--- src/rtl/fetch_stage_if.sv ---
// Bundle of the fetch stage's memory, redirect and IF/ID signals.
// master = fetch stage side, slave = memory / pipeline environment side.
interface fetch_stage_if;
    logic        imem_req;
    logic [15:0] imem_addr;
    logic        imem_ack;
    logic [15:0] imem_rdata;
    logic        redirect_valid;
    logic [15:0] redirect_pc;
    logic        id_stall;
    logic        id_valid;
    logic [15:0] id_instr;
    logic [15:0] id_pc;
    logic [15:0] id_pc_inc;
    logic        err;

    modport master (
        output imem_req, imem_addr,
        input  imem_ack, imem_rdata,
        input  redirect_valid, redirect_pc, id_stall,
        output id_valid, id_instr, id_pc, id_pc_inc, err
    );

    modport slave (
        input  imem_req, imem_addr,
        output imem_ack, imem_rdata,
        output redirect_valid, redirect_pc, id_stall,
        input  id_valid, id_instr, id_pc, id_pc_inc, err
    );
endinterface

--- src/rtl/fetch_stage.sv ---
// Instruction fetch: PC / next-PC selection, variable-latency imem requests,
// and a one-entry skid buffer in front of the IF/ID register.
module fetch_stage #(
    parameter logic [15:0] RESET_PC    = 16'h0000,
    parameter logic [4:0]  HALT_OPCODE = 5'b00000
) (
    input  logic          clk,
    input  logic          rst,
    fetch_stage_if.master bus,
    output logic [1:0]    fsm_state
);
    // Handshakes: a fetch completes on any cycle with imem_req=1 and
    // imem_ack=1; imem_addr holds while imem_req=1 and no ack has arrived.
    // IF/ID transfers to decode on every edge where id_valid=0 or id_stall=0.

    typedef enum logic [1:0] {
        S_FETCH = 2'd0,
        S_DRAIN = 2'd1,
        S_HALT  = 2'd2
    } state_t;

    state_t      state, state_nx;
    logic [15:0] pc, pc_nx;
    logic [15:0] req_addr;
    logic        outstanding;
    logic        run;
    logic        hold_valid;
    logic [15:0] hold_instr;
    logic [15:0] hold_pc;
    logic        accept;
    logic        advance;
    logic        is_halt;

    assign fsm_state = state;

    // run stays low for the first cycle after reset so a late ack from a
    // request killed by reset arrives with imem_req=0 and is flagged.
    always_comb begin
        bus.imem_req = 1'b0;
        if (run) begin
            case (state)
                S_FETCH: bus.imem_req = outstanding || !hold_valid;
                S_DRAIN: bus.imem_req = 1'b1;
                default: bus.imem_req = 1'b0;
            endcase
        end
    end

    assign bus.imem_addr = outstanding ? req_addr : pc;

    assign accept  = (state == S_FETCH) && bus.imem_req && bus.imem_ack &&
                     !bus.redirect_valid;
    assign is_halt = (bus.imem_rdata[15:11] == HALT_OPCODE);
    assign advance = !bus.id_valid || !bus.id_stall;

    always_comb begin
        state_nx = state;
        pc_nx    = pc;
        if (bus.redirect_valid) begin
            pc_nx    = {bus.redirect_pc[15:1], 1'b0};
            state_nx = (bus.imem_req && !bus.imem_ack) ? S_DRAIN : S_FETCH;
        end else begin
            case (state)
                S_FETCH: begin
                    if (accept) begin
                        if (is_halt) state_nx = S_HALT;
                        else         pc_nx    = pc + 16'd2;
                    end
                end
                S_DRAIN: begin
                    if (bus.imem_ack) state_nx = S_FETCH;
                end
                default: state_nx = S_HALT;
            endcase
        end
    end

    always_ff @(posedge clk or negedge rst) begin
        if (!rst) begin
            state         <= S_FETCH;
            pc            <= RESET_PC;
            req_addr      <= RESET_PC;
            outstanding   <= 1'b0;
            run           <= 1'b0;
            hold_valid    <= 1'b0;
            hold_instr    <= 16'h0000;
            hold_pc       <= 16'h0000;
            bus.id_valid  <= 1'b0;
            bus.id_instr  <= 16'h0000;
            bus.id_pc     <= 16'h0000;
            bus.id_pc_inc <= 16'h0000;
            bus.err       <= 1'b0;
        end else begin
            state       <= state_nx;
            pc          <= pc_nx;
            run         <= 1'b1;
            outstanding <= bus.imem_req && !bus.imem_ack;
            if (bus.imem_req) req_addr <= bus.imem_addr;

            if ((bus.redirect_valid && bus.redirect_pc[0]) ||
                (bus.imem_ack && !bus.imem_req))
                bus.err <= 1'b1;

            if (bus.redirect_valid) begin
                bus.id_valid <= 1'b0;
                hold_valid   <= 1'b0;
            end else if (advance) begin
                if (hold_valid) begin
                    bus.id_valid  <= 1'b1;
                    bus.id_instr  <= hold_instr;
                    bus.id_pc     <= hold_pc;
                    bus.id_pc_inc <= hold_pc + 16'd2;
                    hold_valid    <= 1'b0;
                end else if (accept) begin
                    bus.id_valid  <= 1'b1;
                    bus.id_instr  <= bus.imem_rdata;
                    bus.id_pc     <= bus.imem_addr;
                    bus.id_pc_inc <= bus.imem_addr + 16'd2;
                end else begin
                    bus.id_valid  <= 1'b0;
                end
            end else if (accept) begin
                // Only one request is ever in flight and none is issued while
                // the buffer is full, so this slot is always free here.
                hold_valid <= 1'b1;
                hold_instr <= bus.imem_rdata;
                hold_pc    <= bus.imem_addr;
            end
        end
    end
endmodule

--- src/flat_wrapper.sv ---
// flat-port wrapper written by rule: the top's interface ports become plain ports
module fetch_stage_flat 
#(
    parameter logic [15:0] RESET_PC    = 16'h0000,
    parameter logic [4:0]  HALT_OPCODE = 5'b00000
)
  (clk, rst, fsm_state, bus_imem_req, bus_imem_addr, bus_imem_ack, bus_imem_rdata, bus_redirect_valid, bus_redirect_pc, bus_id_stall, bus_id_valid, bus_id_instr, bus_id_pc, bus_id_pc_inc, bus_err);
  fetch_stage_if bus_i ();
  input  logic clk;
  input  logic rst;
  output logic [1:0] fsm_state;
  output wire logic [$bits(bus_i.imem_req)-1:0] bus_imem_req;
  output wire logic [$bits(bus_i.imem_addr)-1:0] bus_imem_addr;
  input wire logic [$bits(bus_i.imem_ack)-1:0] bus_imem_ack;
  input wire logic [$bits(bus_i.imem_rdata)-1:0] bus_imem_rdata;
  input wire logic [$bits(bus_i.redirect_valid)-1:0] bus_redirect_valid;
  input wire logic [$bits(bus_i.redirect_pc)-1:0] bus_redirect_pc;
  input wire logic [$bits(bus_i.id_stall)-1:0] bus_id_stall;
  output wire logic [$bits(bus_i.id_valid)-1:0] bus_id_valid;
  output wire logic [$bits(bus_i.id_instr)-1:0] bus_id_instr;
  output wire logic [$bits(bus_i.id_pc)-1:0] bus_id_pc;
  output wire logic [$bits(bus_i.id_pc_inc)-1:0] bus_id_pc_inc;
  output wire logic [$bits(bus_i.err)-1:0] bus_err;
  assign bus_imem_req = bus_i.imem_req;
  assign bus_imem_addr = bus_i.imem_addr;
  assign bus_i.imem_ack = bus_imem_ack;
  assign bus_i.imem_rdata = bus_imem_rdata;
  assign bus_i.redirect_valid = bus_redirect_valid;
  assign bus_i.redirect_pc = bus_redirect_pc;
  assign bus_i.id_stall = bus_id_stall;
  assign bus_id_valid = bus_i.id_valid;
  assign bus_id_instr = bus_i.id_instr;
  assign bus_id_pc = bus_i.id_pc;
  assign bus_id_pc_inc = bus_i.id_pc_inc;
  assign bus_err = bus_i.err;
  fetch_stage #(.RESET_PC(RESET_PC), .HALT_OPCODE(HALT_OPCODE)) u_core (.clk(clk), .rst(rst), .bus(bus_i), .fsm_state(fsm_state));
endmodule
--- config.mk ---
export PLATFORM = sky130hd
export DESIGN_NAME = fetch_stage_flat
export DESIGN_NICKNAME = d
export VERILOG_FILES = /design/src/rtl/fetch_stage_if.sv /design/src/rtl/fetch_stage.sv /design/src/flat_wrapper.sv
export SDC_FILE = /design/constraint.sdc
export NUM_CORES = 1
export LEC_CHECK = 0
export CAP_MARGIN = 15
export CORE_MARGIN = 2
export CORE_UTILIZATION = 35
export DETAILED_ROUTE_END_ITERATION = 6
export GPL_TIMING_DRIVEN = 0
export PLACE_DENSITY = 0.58
export REMOVE_ABC_BUFFERS = 1
export SKIP_LAST_GASP = 1
export SLEW_MARGIN = 20
export SYNTH_ARGS = -nofsm -noshare
export SYNTH_HDL_FRONTEND = slang
export SYNTH_SLANG_ARGS = --single-unit
--- constraint.sdc ---
create_clock -name clk -period 2.75 [get_ports clk]
set_clock_uncertainty 0.05 [all_clocks]
set_input_delay 0.825 -clock clk [delete_from_list [all_inputs] [get_ports clk]]
set_output_delay 0.825 -clock clk [all_outputs]
set_load 0.02 [all_outputs]
== Word level (Yosys, flattened, before mapping) ==
Index checks and enable logic that the tools add are counted.
Word-level totals
  output and inout port bits: 69
  register bits after elaboration: 119
  bits of input ports: 37
Cells by class
  $add $sub $neg: 3
  bitwise logic cells: 2
  reduce and logical (&&, ||, !) cells: 26
  multiplexer cells: 26
  eq/ne operators: 5
Operator list (number)
  $mux 16: 11
  $add 16x2->16 const B: 3
  $reduce_and 3->1: 4
  $mux 1: 9
  $mux 2: 4
  $reduce_bool 2->1: 4
  $logic_and 1x1->1: 6
  $logic_not 1->1: 6
  $ne 3x2->1 const B: 2
  $logic_not 5->1: 1
  $pmux 2 s2: 1
  $logic_or 1x1->1: 3
  $ne 3x3->1 const B: 1
  $reduce_bool 3->1: 1
  $eq 2x1->1 const B: 1
  $logic_not 2->1: 1
  $ne 2x2->1 const B: 1
  $not 1->1: 2
  $pmux 1 s2: 1

== Depth between registers and ports, before layout ==
Gate-level depths: netlist (run 1).
  word-level depth: 11
  gate-level depth with buffers: 12
  gate-level depth less buffers: 10

== Least setup slack after synthesis (run 1) ==
Ideal clock, no wire load.
  kind: register -> register
  start: register u_core.outstanding
  end: register u_core.bus.id_pc_inc[15]
  library setup time: 0.131 ns
  data required time: 2.569 ns
  data arrival time: 2.085 ns
  stages on the path, launching flop included: 13
  slack: 0.484 ns
  path through: dfrtp_1 > buf_6 > buf_12 > mux2i_1 > inv_1 > mux2i_2 > inv_1 > ha_1 > o211ai_1 > nor4_4 > nand4_1 > xnor2_1 > o21ai_1
On the way
  elaborated cells on any way between the ends: 12
RTL lines
  start: declaration: RTL line fetch_stage.sv:25  | logic outstanding;
  start signal: assignment: RTL line fetch_stage.sv:97  | outstanding <= bus.imem_req && !bus.imem_ack;
  $mux 16: RTL line fetch_stage.sv:49  | assign bus.imem_addr = outstanding ? req_addr : pc;
  named net bus_imem_addr[1]: RTL line flat_wrapper.sv:13  | output wire logic [$bits(bus_i.imem_addr)-1:0] bus_imem_addr;
  $add 16x2->16: RTL line fetch_stage.sv:118  | bus.id_pc_inc <= bus.imem_addr + 16'd2;
  $mux 16: RTL line fetch_stage.sv:114  | end else if (accept) begin
  $mux 16: RTL line fetch_stage.sv:108  | if (hold_valid) begin
  end signal: assignment: RTL line fetch_stage.sv:112  | bus.id_pc_inc <= hold_pc + 16'd2;
  end signal: assignment: RTL line fetch_stage.sv:118
  end: declaration: RTL line fetch_stage_if.sv:21  | output id_valid, id_instr, id_pc, id_pc_inc, err
The timed path passes the listed nets, and every way through them passes these cells. The select of a mux whose other input is x is not followed.
A chain may end at the register's enable or synchronous reset.

== Worst setup path after layout (run 1) ==
  start: register u_core.outstanding
  end: output port bus_imem_addr[4]
On the way
  cells in the longest elaborated chain, start to end: 1
RTL lines (RTL line)
  $mux 16: fetch_stage.sv:49
  end: declaration: flat_wrapper.sv:13
No other way between the ends.

==> impl_metrics.py, run 1 <==
metrics = {
    "pwr": {
        "irDropWorstVdd_uv": 427,
        "power_density_nw_per_um2": 773,
        "p_leak_nw": 3.27,
    },
    "yosys": {
        "async_reset_ff_frac": 1.00,
        "synth-seq-cells": 117,
        "synth_area_per_cell_sq_um": 10.6,
        "synth_compound_area_frac": 0.0997,
        "synth_cell_types": 45,
        "synth_edf_count": 0,
        "ys_seq_area_frac": 0.540,
        "synthAdderAreaFrac": 0.00461,
        "synth_top_family_by_area": "multiplexers",
        "muxShareOfSynthArea": 0.135,
        "synth_xor_area_frac": 0.0420,
        "yosys_warnings": 0,
        "ys.flop_type": "dfrtp_1",
        "netlist_area_sq_um": 5420,
        "synth_simple_gate_area_share": 0.132,
        "synth_cells": 512,
    },
    "final_layout": {
        "final_common_cell": "dfrtp_1",
        "antenna_cells": 0,
        "drive_gt1_frac": 0.171,
        "fillers": 1362,
        "syn_to_final_growth_pct": 36.9,
        "layout_common_cells": "dfrtp_1, clkdlybuf4s50_1, nand2_1",
        "fin_area_sq_um": 7420,
        "stdcell_count": 826,
        "final_nets": 664,
    },
    "critical_path": {
        "reg2reg_slack_ns": 0.21,
        "r2r_cells": 11,
        "timing.rr.end": "u_core.bus.id_pc_inc[15]$_DFFE_PN0P_",
        "crit_type": "flip-flop to output port",
        "arrival_ns": 1.82,
        "crit_path_start_kind": "flip-flop",
        "r2r_start": "u_core.outstanding$_DFF_PN0_",
        "required_ns": 1.88,
        "crit_fanout": 7,
        "critPathCaptureType": "output port",
        "cp-startpoint": "u_core.outstanding$_DFF_PN0_",
    },
    "timing": {
        "fin_crit_ns": 2.70,
        "timing.final.hold_violations": 0,
        "setup_slack_ns": 0.0521,
        "relSlewSlack": 0.532,
        "max_freq_mhz": 371,
        "maxSlewViolCount": 0,
        "period_share": 0.981,
        "rsz0062_at_grt": "yes",
        "finalSetupViolCount": 0,
        "worst_slew_pin_slew_ns": 0.702,
    },
    "flow_run": {
        "cap_viol_max_count": 0,
    },
    "place": {
        "placed_area_sq_um": 6620,
        "placed_cells": 782,
        "post-place-ws_ns": -0.757,
        "io_buffers": 105,
        "place.detailed.hpwl_mm": 8.50,
        "routabilityCongestion": 0.752,
    },
    "outcome": {
        "outcome": "finished, final reports clean",
    },
    "clocking": {
        "root_buffer": "clkbuf_16",
        "cts_buffers": 17,
        "clk_pin_slew_worst_paths_ns": 0.06,
        "clock_path_buffers": 2,
        "htreeDepth": 4,
        "cts_tree": "done",
        "cts.sinks": 117,
        "hold_buffers": 0,
        "clk_latency_ns": 0.40,
    },
    "floorplan": {
        "die_area_sq_um": 16500,
        "die_h_microns": 128,
        "pin_count": 106,
        "placementRows": 45,
        "initial_core_util": 0.358,
        "fp.dieW_microns": 128,
        "core-area_sq_um": 15100,
    },
    "grt": {
        "antenna_found_initial": 0,
        "grt_max_degree": 93,
        "grt_pass1_wl_mm": 20.5,
        "grt_pass1_vias": 4094,
        "track_usage": 0.158,
        "overflow": 0,
    },
    "detailed_routing": {
        "vias": 3973,
        "firstDrtPassIters": 5,
        "via_per_inst": 4.81,
        "drc": 0,
        "wl_per_cell_microns": 15.8,
        "antenna_left": 0,
        "wl_mm": 13.1,
        "drt_iter0_drc": 281,
    },
    "min_path": {
        "hp-class": "input port to asynchronous set/reset pin",
    },
}
-- stage by stage --
stage / hold slack [ns] / total power, mW / TNS (ns) / utilization
after global routing: 0.350 / 6.03 / -0.0182 / 0.490
after floorplan: 0.400 / 2.86 / -78.57 / -
final: 0.315 / 5.74 / 0 / 0.490
after global placement: 0.411 / 3.44 / -663.52 / 0.431
after detailed placement: 0.417 / 3.49 / -32.55 / 0.437
after CTS: 0.328 / 5.78 / -0.108 / 0.486
-- cell usage after synthesis (4+ instances only) --
cell type / number / area, sq um
nand3_1: 6 / 30.0
a21oi_1: 18 / 90.1
xnor2_1: 15 / 131
inv_1: 17 / 63.8
o21ai_1: 11 / 55.1
buf_6: 4 / 45.0
nand4_1: 5 / 31.3
dfrtp_1: 117 / 2930
nor2_1: 28 / 105
mux2i_1: 38 / 380
nand2_1: 84 / 315
o21ai_0: 64 / 320
buf_2: 7 / 35.0
xor2_1: 11 / 96.3
mux2_2: 18 / 203
and3_1: 5 / 31.3
clkbuf_1: 14 / 52.6
nor3_1: 6 / 30.0
mux2i_2: 6 / 82.6
-- sequential cells by signal, summed over array words and instances, names as in the netlist, 2 cells and up --
signal                count
u_core.bus.id_pc_inc     16
u_core.fsm_state          2
u_core.hold_pc           16
u_core.bus.id_instr      16
u_core.pc                15
u_core.req_addr          16
u_core.bus.id_pc         15
u_core.hold_instr        16
-- routing by layer --
layer  routed length [microns]  GRT usage
met1                      6250      0.204
met2                      6230      0.268
met3                       374     0.0295
met4                       209     0.0556
met5                         0          0
-- power breakdown --
| group | internal [mW] | switching (mW) |
|---|---|---|
| Combinational | 0.583 | 0.664 |
| Clock | 1.49 | 0.785 |
| Sequential | 2.02 | 0.188 |
| Total | 4.10 | 1.64 |
-- repair_timing --
action                     in CTS  in global routing
setup endpoints to repair      51                 27
gates resized for setup        28                  7
gates cloned                    0                  2
buffers inserted                7                  3
pin swaps                       2                  3
-- cell type report --
cell class | count | area, sq um | area share
Sequential cell | 117 | 2940 | 0.395
Timing Repair Buffer | 121 | 1230 | 0.166
Multi-Input combinational cell | 348 | 2330 | 0.313
Clock buffer | 20 | 467 | 0.0629
Inverter | 20 | 75.1 | 0.0101
Tap cell | 188 | 235 | 0.0317
Clock inverter | 12 | 153 | 0.0206
-- worst max-delay path by stage --
stage / endpoint / slack, ns
after floorplan: u_core.hold_instr[0]$_DFFE_PN0P_ / -2.10
after global placement: u_core.hold_instr[12]$_DFFE_PN0P_ / -4.56
after detailed placement: u_core.hold_pc[0]$_DFFE_PN0P_ / -0.76
after CTS: bus_imem_req / -0.11
after global routing: bus_imem_addr[4] / -0.009
final: bus_imem_addr[4] / 0.05
-- critical path, cell delays in order (launching register included) --
cell and delay, ns:
dfrtp_4 0.51, buf_12 0.16, mux2i_2 0.28, inv_1 0.14, dlygate4sd2_1 0.34
-- cells by family (layout without fill, tap and decap cells) --
family                     count (synthesis)  in the layout
adders and majority gates                  2              2
buffers and inverters                     49            173
and+or+nand+nor                          151            153
muxes                                     65             65
AOI/OAI and AO/OA                        101            101
other                                      1              1
DFF                                      117            117
xor gates and xnor gates                  26             26
Note: power is estimated with default switching activity, not from simulation.
==> inputs of run 2 (changes only) <==
--- a/config.mk
+++ b/config.mk
@@ -11,7 +11,6 @@
 export DETAILED_ROUTE_END_ITERATION = 6
 export GPL_TIMING_DRIVEN = 0
 export PLACE_DENSITY = 0.58
-export REMOVE_ABC_BUFFERS = 1
 export SKIP_LAST_GASP = 1
 export SLEW_MARGIN = 20
 export SYNTH_ARGS = -nofsm -noshare
==> impl_metrics.py, run 2 (synthesis results as in run 1) <==
metrics = {
    "outcome": {
        "outcome": "finished, final reports clean",
    },
    "critical_path": {
        "r2r_start": "u_core.outstanding$_DFF_PN0_",
        "arrival_ns": 1.87,
        "critPathCaptureType": "output port",
        "crit_type": "flip-flop to output port",
        "timing.rr.end": "u_core.bus.id_pc_inc[15]$_DFFE_PN0P_",
        "crit_path_start_kind": "flip-flop",
        "required_ns": 1.88,
        "reg2reg_slack_ns": 0.19,
        "r2r_cells": 12,
        "crit_fanout": 9,
    },
    "final_layout": {
        "final_nets": 677,
        "final_util": 0.494,
        "final_common_cell": "dfrtp_1",
        "antenna_cells": 0,
        "syn_to_final_growth_pct": 37.8,
        "layout_common_cells": "dfrtp_1, clkdlybuf4s50_1, nand2_1",
        "fillers": 1345,
        "fin_area_sq_um": 7470,
        "drive_gt1_frac": 0.166,
    },
    "floorplan": {
        "die_area_sq_um": 16500,
        "fp.dieW_microns": 128,
        "die_h_microns": 128,
        "initial_core_util": 0.358,
        "placementRows": 45,
        "core-area_sq_um": 15100,
        "pin_count": 106,
    },
    "clocking": {
        "htreeDepth": 4,
        "hold_buffers": 0,
        "clk_pin_slew_worst_paths_ns": 0.06,
        "cts_tree": "done",
        "cts.sinks": 117,
        "clk_latency_ns": 0.41,
        "cts_buffers": 17,
        "root_buffer": "clkbuf_16",
        "clock_path_buffers": 2,
    },
    "detailed_routing": {
        "via_per_inst": 4.84,
        "drt_iter0_drc": 229,
        "antenna_left": 0,
        "wl_mm": 13.1,
        "vias": 4063,
        "wl_per_cell_microns": 15.7,
        "firstDrtPassIters": 4,
        "drc": 0,
    },
    "place": {
        "routabilityCongestion": 0.786,
        "place.detailed.hpwl_mm": 9.73,
        "placed_area_sq_um": 6740,
        "io_buffers": 105,
    },
    "timing": {
        "period_share": 0.999,
        "fin_crit_ns": 2.75,
        "relSlewSlack": 0.625,
        "timing.final.hold_violations": 0,
        "rsz0062_at_grt": "yes",
        "finalSetupViolCount": 0,
        "worst_slew_pin_slew_ns": 0.552,
        "max_freq_mhz": 364,
        "maxSlewViolCount": 0,
    },
    "pwr": {
        "power_density_nw_per_um2": 769,
        "total_power_mw": 5.75,
        "irDropWorstVdd_uv": 451,
        "p_leak_nw": 3.27,
    },
    "yosys": {
        "synth_nets": 551,
    },
    "grt": {
        "grt_pass1_wl_mm": 21.0,
        "grt_pass1_vias": 4018,
        "track_usage": 0.166,
        "antenna_found_initial": 0,
        "grt_max_degree": 73,
        "overflow": 0,
    },
    "flow_run": {
        "cap_viol_max_count": 0,
    },
    "min_path": {
        "hp-class": "input port to asynchronous set/reset pin",
    },
}
==> run 2: changes by cell type in the layout (fill, tap and decap cells not counted), moves of 4 or more <==
cell,previous run,this run
dlygate4sd2_1,15,8
mux2i_2,15,11
buf_2,1,7
mux2i_4,3,10
clkbuf_1,0,15
==> run 2: where the power goes <==
part / switching (mW) / total, mW / leakage (nW) / internal (mW)
registers: 0.208 / 2.23 / 1.49 / 2.02
logic: 0.677 / 1.28 / 1.50 / 0.604
clock network: 0.808 / 2.24 / 0.283 / 1.43
total: 1.69 / 5.75 / 3.27 / 4.06
==> run 2: worst max-delay path, cell delays in order, from the launching register on <==
cell and delay, ns:
dfrtp_1 0.34, buf_6 0.18, mux2i_2 0.32, inv_2 0.08
clkdlybuf4s50_1 0.54
==> run 2: worst max path at each step <==
stage / end / from / depth (start not counted) / slack [ns]
finish: bus_imem_addr[10] / u_core.outstanding$_DFF_PN0_ / 4 / 0.003
global route: bus_imem_addr[9] / u_core.outstanding$_DFF_PN0_ / 4 / -0.1
detailed placement: u_core.bus.id_pc_inc[11]$_DFFE_PN0P_ / bus_imem_ack / 8 / -0.23
floorplan: u_core.bus.id_pc_inc[15]$_DFFE_PN0P_ / u_core.outstanding$_DFF_PN0_ / 12 / 0.48
global placement: u_core.pc[8]$_DFFE_PN0P_ / rst / 1 / -3.70
CTS: bus_imem_req / u_core.outstanding$_DFF_PN0_ / 5 / -0.16
==> run 2: layout make-up <==
class / count / area (sq um) / share of cell area
buffer: 29 / 175 / 0.0234
clock inverter: 14 / 178 / 0.0238
sequential: 117 / 2930 / 0.392
multi-input combinational: 346 / 2370 / 0.317
inverter: 20 / 75.1 / 0.0100
tap: 188 / 235 / 0.0315
timing repair buffer: 107 / 1090 / 0.145
clock buffer: 18 / 429 / 0.0574
==> run 2: what timing repair did <==
action | CTS | global route
gates cloned | 0 | 0
buffers inserted | 1 | 0
resized for setup | 17 | 26
setup endpoints to repair | 17 | 15
pin swaps | 1 | 3
==> run 2: layer usage <==
layer,global-route usage,wire length [microns],vias up,part of all wire
met5,0,0,-,0
met4,0.0621,181,0,0.014
met3,0.0304,418,13,0.032
met2,0.263,6290,79,0.48
met1,0.228,6250,1972,0.48
li1,-,-,1999,-
==> run 2: through the flow <==
| stage | TNS, ns | instances | setup WS [ns] | hold WS (ns) |
|---|---|---|---|---|
| after floorplan | 0 | 512 | 0.484 | 0.400 |
| after global placement | -441.93 | 805 | -3.70 | 0.413 |
| after detailed placement | -12.01 | 806 | -0.229 | 0.418 |
| after CTS | -0.505 | 839 | -0.165 | 0.293 |
| after global routing | -0.280 | 839 | -0.0967 | 0.311 |
| final | 0 | 839 | 0.00325 | 0.286 |
==> inputs of run 3 (changes only) <==
--- a/config.mk
+++ b/config.mk
@@ -9,7 +9,6 @@
 export CORE_MARGIN = 2
 export CORE_UTILIZATION = 35
 export DETAILED_ROUTE_END_ITERATION = 6
-export GPL_TIMING_DRIVEN = 0
 export PLACE_DENSITY = 0.58
 export SKIP_LAST_GASP = 1
 export SLEW_MARGIN = 20
==> impl_metrics.py, run 3 (synthesis results as in run 1) <==
metrics = {
    "floorplan": {
        "fp.dieW_microns": 128,
        "placementRows": 45,
        "core-area_sq_um": 15100,
        "pin_count": 106,
        "initial_core_util": 0.358,
        "die_area_sq_um": 16500,
        "die_h_microns": 128,
    },
    "grt": {
        "grt_pass1_vias": 4012,
        "antenna_found_initial": 0,
        "overflow": 0,
        "grt_max_degree": 37,
        "use_met2": 0.255,
        "met1_usage": 0.218,
        "grt_pass1_wl_mm": 20.6,
        "track_usage": 0.162,
        "use_met3": 0.0383,
        "grt.busiest_layer": "met2",
    },
    "detailed_routing": {
        "wl_per_cell_microns": 15.3,
        "drt_iter0_drc": 149,
        "wl_mm": 12.8,
        "via_per_inst": 4.75,
        "vias": 3969,
        "drc": 0,
        "firstDrtPassIters": 4,
        "antenna_left": 0,
    },
    "final_layout": {
        "final_util": 0.492,
        "drive_gt1_frac": 0.170,
        "final_common_cell": "dfrtp_1",
        "syn_to_final_growth_pct": 37.5,
        "layout_common_cells": "dfrtp_1, clkdlybuf4s50_1, nand2_1",
        "fillers": 1378,
        "antenna_cells": 0,
        "final_nets": 674,
    },
    "timing": {
        "worst_slew_pin_slew_ns": 0.526,
        "period_share": 0.964,
        "maxSlewViolCount": 0,
        "relSlewSlack": 0.642,
        "finalSetupViolCount": 0,
        "timing.final.hold_violations": 0,
        "max_freq_mhz": 377,
        "fin_crit_ns": 2.65,
        "rsz0062_at_grt": "no",
    },
    "pwr": {
        "p_leak_nw": 3.31,
        "power_density_nw_per_um2": 781,
        "irDropWorstVdd_uv": 494,
        "total_power_mw": 5.83,
    },
    "critical_path": {
        "max_stage_delay_ns": 0.63,
        "critPathCaptureType": "output port",
        "cp_top_family": "buffers and inverters",
        "crit_path_start_kind": "flip-flop",
        "crit_type": "flip-flop to output port",
        "required_ns": 1.88,
        "crit_chain": "buf_12 > nand2_1 > inv_1 > clkdlybuf4s50_1",
        "critPathBufInv": 3,
        "cp_slowest_cell": "clkdlybuf4s50_1",
        "reg2reg_slack_ns": 0.33,
        "crit_fanout": 18,
        "arrival_ns": 1.78,
    },
    "clocking": {
        "cts_tree": "done",
        "root_buffer": "clkbuf_16",
        "clk_latency_ns": 0.41,
        "clk_pin_slew_worst_paths_ns": 0.05,
        "clock_path_buffers": 2,
        "cts.sinks": 117,
        "post_cts.repair.setup_buffers": 0,
        "cts_buffers": 17,
        "htreeDepth": 4,
        "hold_buffers": 0,
    },
    "place": {
        "place.detailed.hpwl_mm": 9.26,
        "routabilityCongestion": 0.797,
        "io_buffers": 105,
    },
    "yosys": {
        "synth_nets": 551,
    },
    "flow_run": {
        "cap_viol_max_count": 0,
    },
    "outcome": {
        "outcome": "finished, final reports clean",
    },
    "min_path": {
        "hp-class": "input port to asynchronous set/reset pin",
    },
}
run 3: cell count changes in the layout (fill, tap and decap cells not counted), moves of 3 or more:
cell / change
buf_12: +4
buf_2: -7
buf_4: +20
buf_6: -5
clkbuf_1: -13
clkbuf_8: +3
clkdlybuf4s15_1: -3
clkinv_4: -4
dlygate4sd2_1: +5
mux2i_1: +6
mux2i_4: -7
run 3: routing by layer:
layer / vias to the layer above / wire length [microns]
met2: 88 / 5940
li1: 1987 / -
met1: 1884 / 6230
met3: 10 / 459
met5: - / 0
met4: 0 / 170
run 3: cell type report:
type | count | area, sq um | share of cell area
well taps | 188 | 235 | 0.0316
clock inverters | 9 | 150 | 0.0201
flip-flops and latches | 117 | 2930 | 0.393
multi-input cells | 346 | 2280 | 0.306
repair buffers | 133 | 1310 | 0.176
inverters | 20 | 75.1 | 0.0101
clock buffers | 22 | 474 | 0.0636
run 3: where the power goes:
group / total (mW) / internal, mW / switching, mW
clock: 2.33 / 1.58 / 0.756
combinational: 1.28 / 0.603 / 0.674
sequential: 2.22 / 2.02 / 0.193
run 3: path summary, 6_finish.rpt:
check / depth (start not counted) / endpoint / startpoint
worst max-delay path: 4 / bus_imem_addr[0] / u_core.outstanding$_DFF_PN0_
worst min-delay path: 1 / u_core.bus.id_instr[9]$_DFFE_PN0P_ / rst
worst max register to register: 11 / u_core.bus.id_pc_inc[11]$_DFFE_PN0P_ / u_core.outstanding$_DFF_PN0_
worst min register to register: 2 / u_core.bus.id_pc[11]$_DFFE_PN0P_ / u_core.bus.id_pc[11]$_DFFE_PN0P_
max in group asynchronous: 2 / u_core.hold_pc[7]$_DFFE_PN0P_ / rst
min in group clk: 2 / u_core.bus.id_pc[11]$_DFFE_PN0P_ / u_core.bus.id_pc[11]$_DFFE_PN0P_
run 3: through the flow:
step	hold slack (ns)	instances	setup TNS, ns	setup slack (ns)	cell area, sq um
floorplan	0.400	512	0	0.484	5420
CTS	0.340	835	-0.239	-0.128	7440
global route	0.360	835	0	0.0153	7450
global placement	0.411	804	-0.270	-0.0769	6810
finish	0.338	835	0	0.0999	7450
detailed placement	0.420	804	-0.554	-0.0784	6810
run 3: worst reg2reg max path: cells and delay by family (launching register included):
| family | cells | cell delay, ns |
|---|---|---|
| and+or+nand+nor | 2 | 0.21 |
| buffers and inverters | 3 | 0.41 |
| AOI/OAI and AO/OA | 2 | 0.28 |
| muxes | 2 | 0.59 |
| xor gates and xnor gates | 1 | 0.13 |
| adders and majority gates | 1 | 0.26 |
| DFF | 1 | 0.37 |
run 3: timing repair:
action | CTS | global route
endpoints found under the setup margin | 16 | 4
gates cloned | 0 | 0
resized for setup | 17 | 6
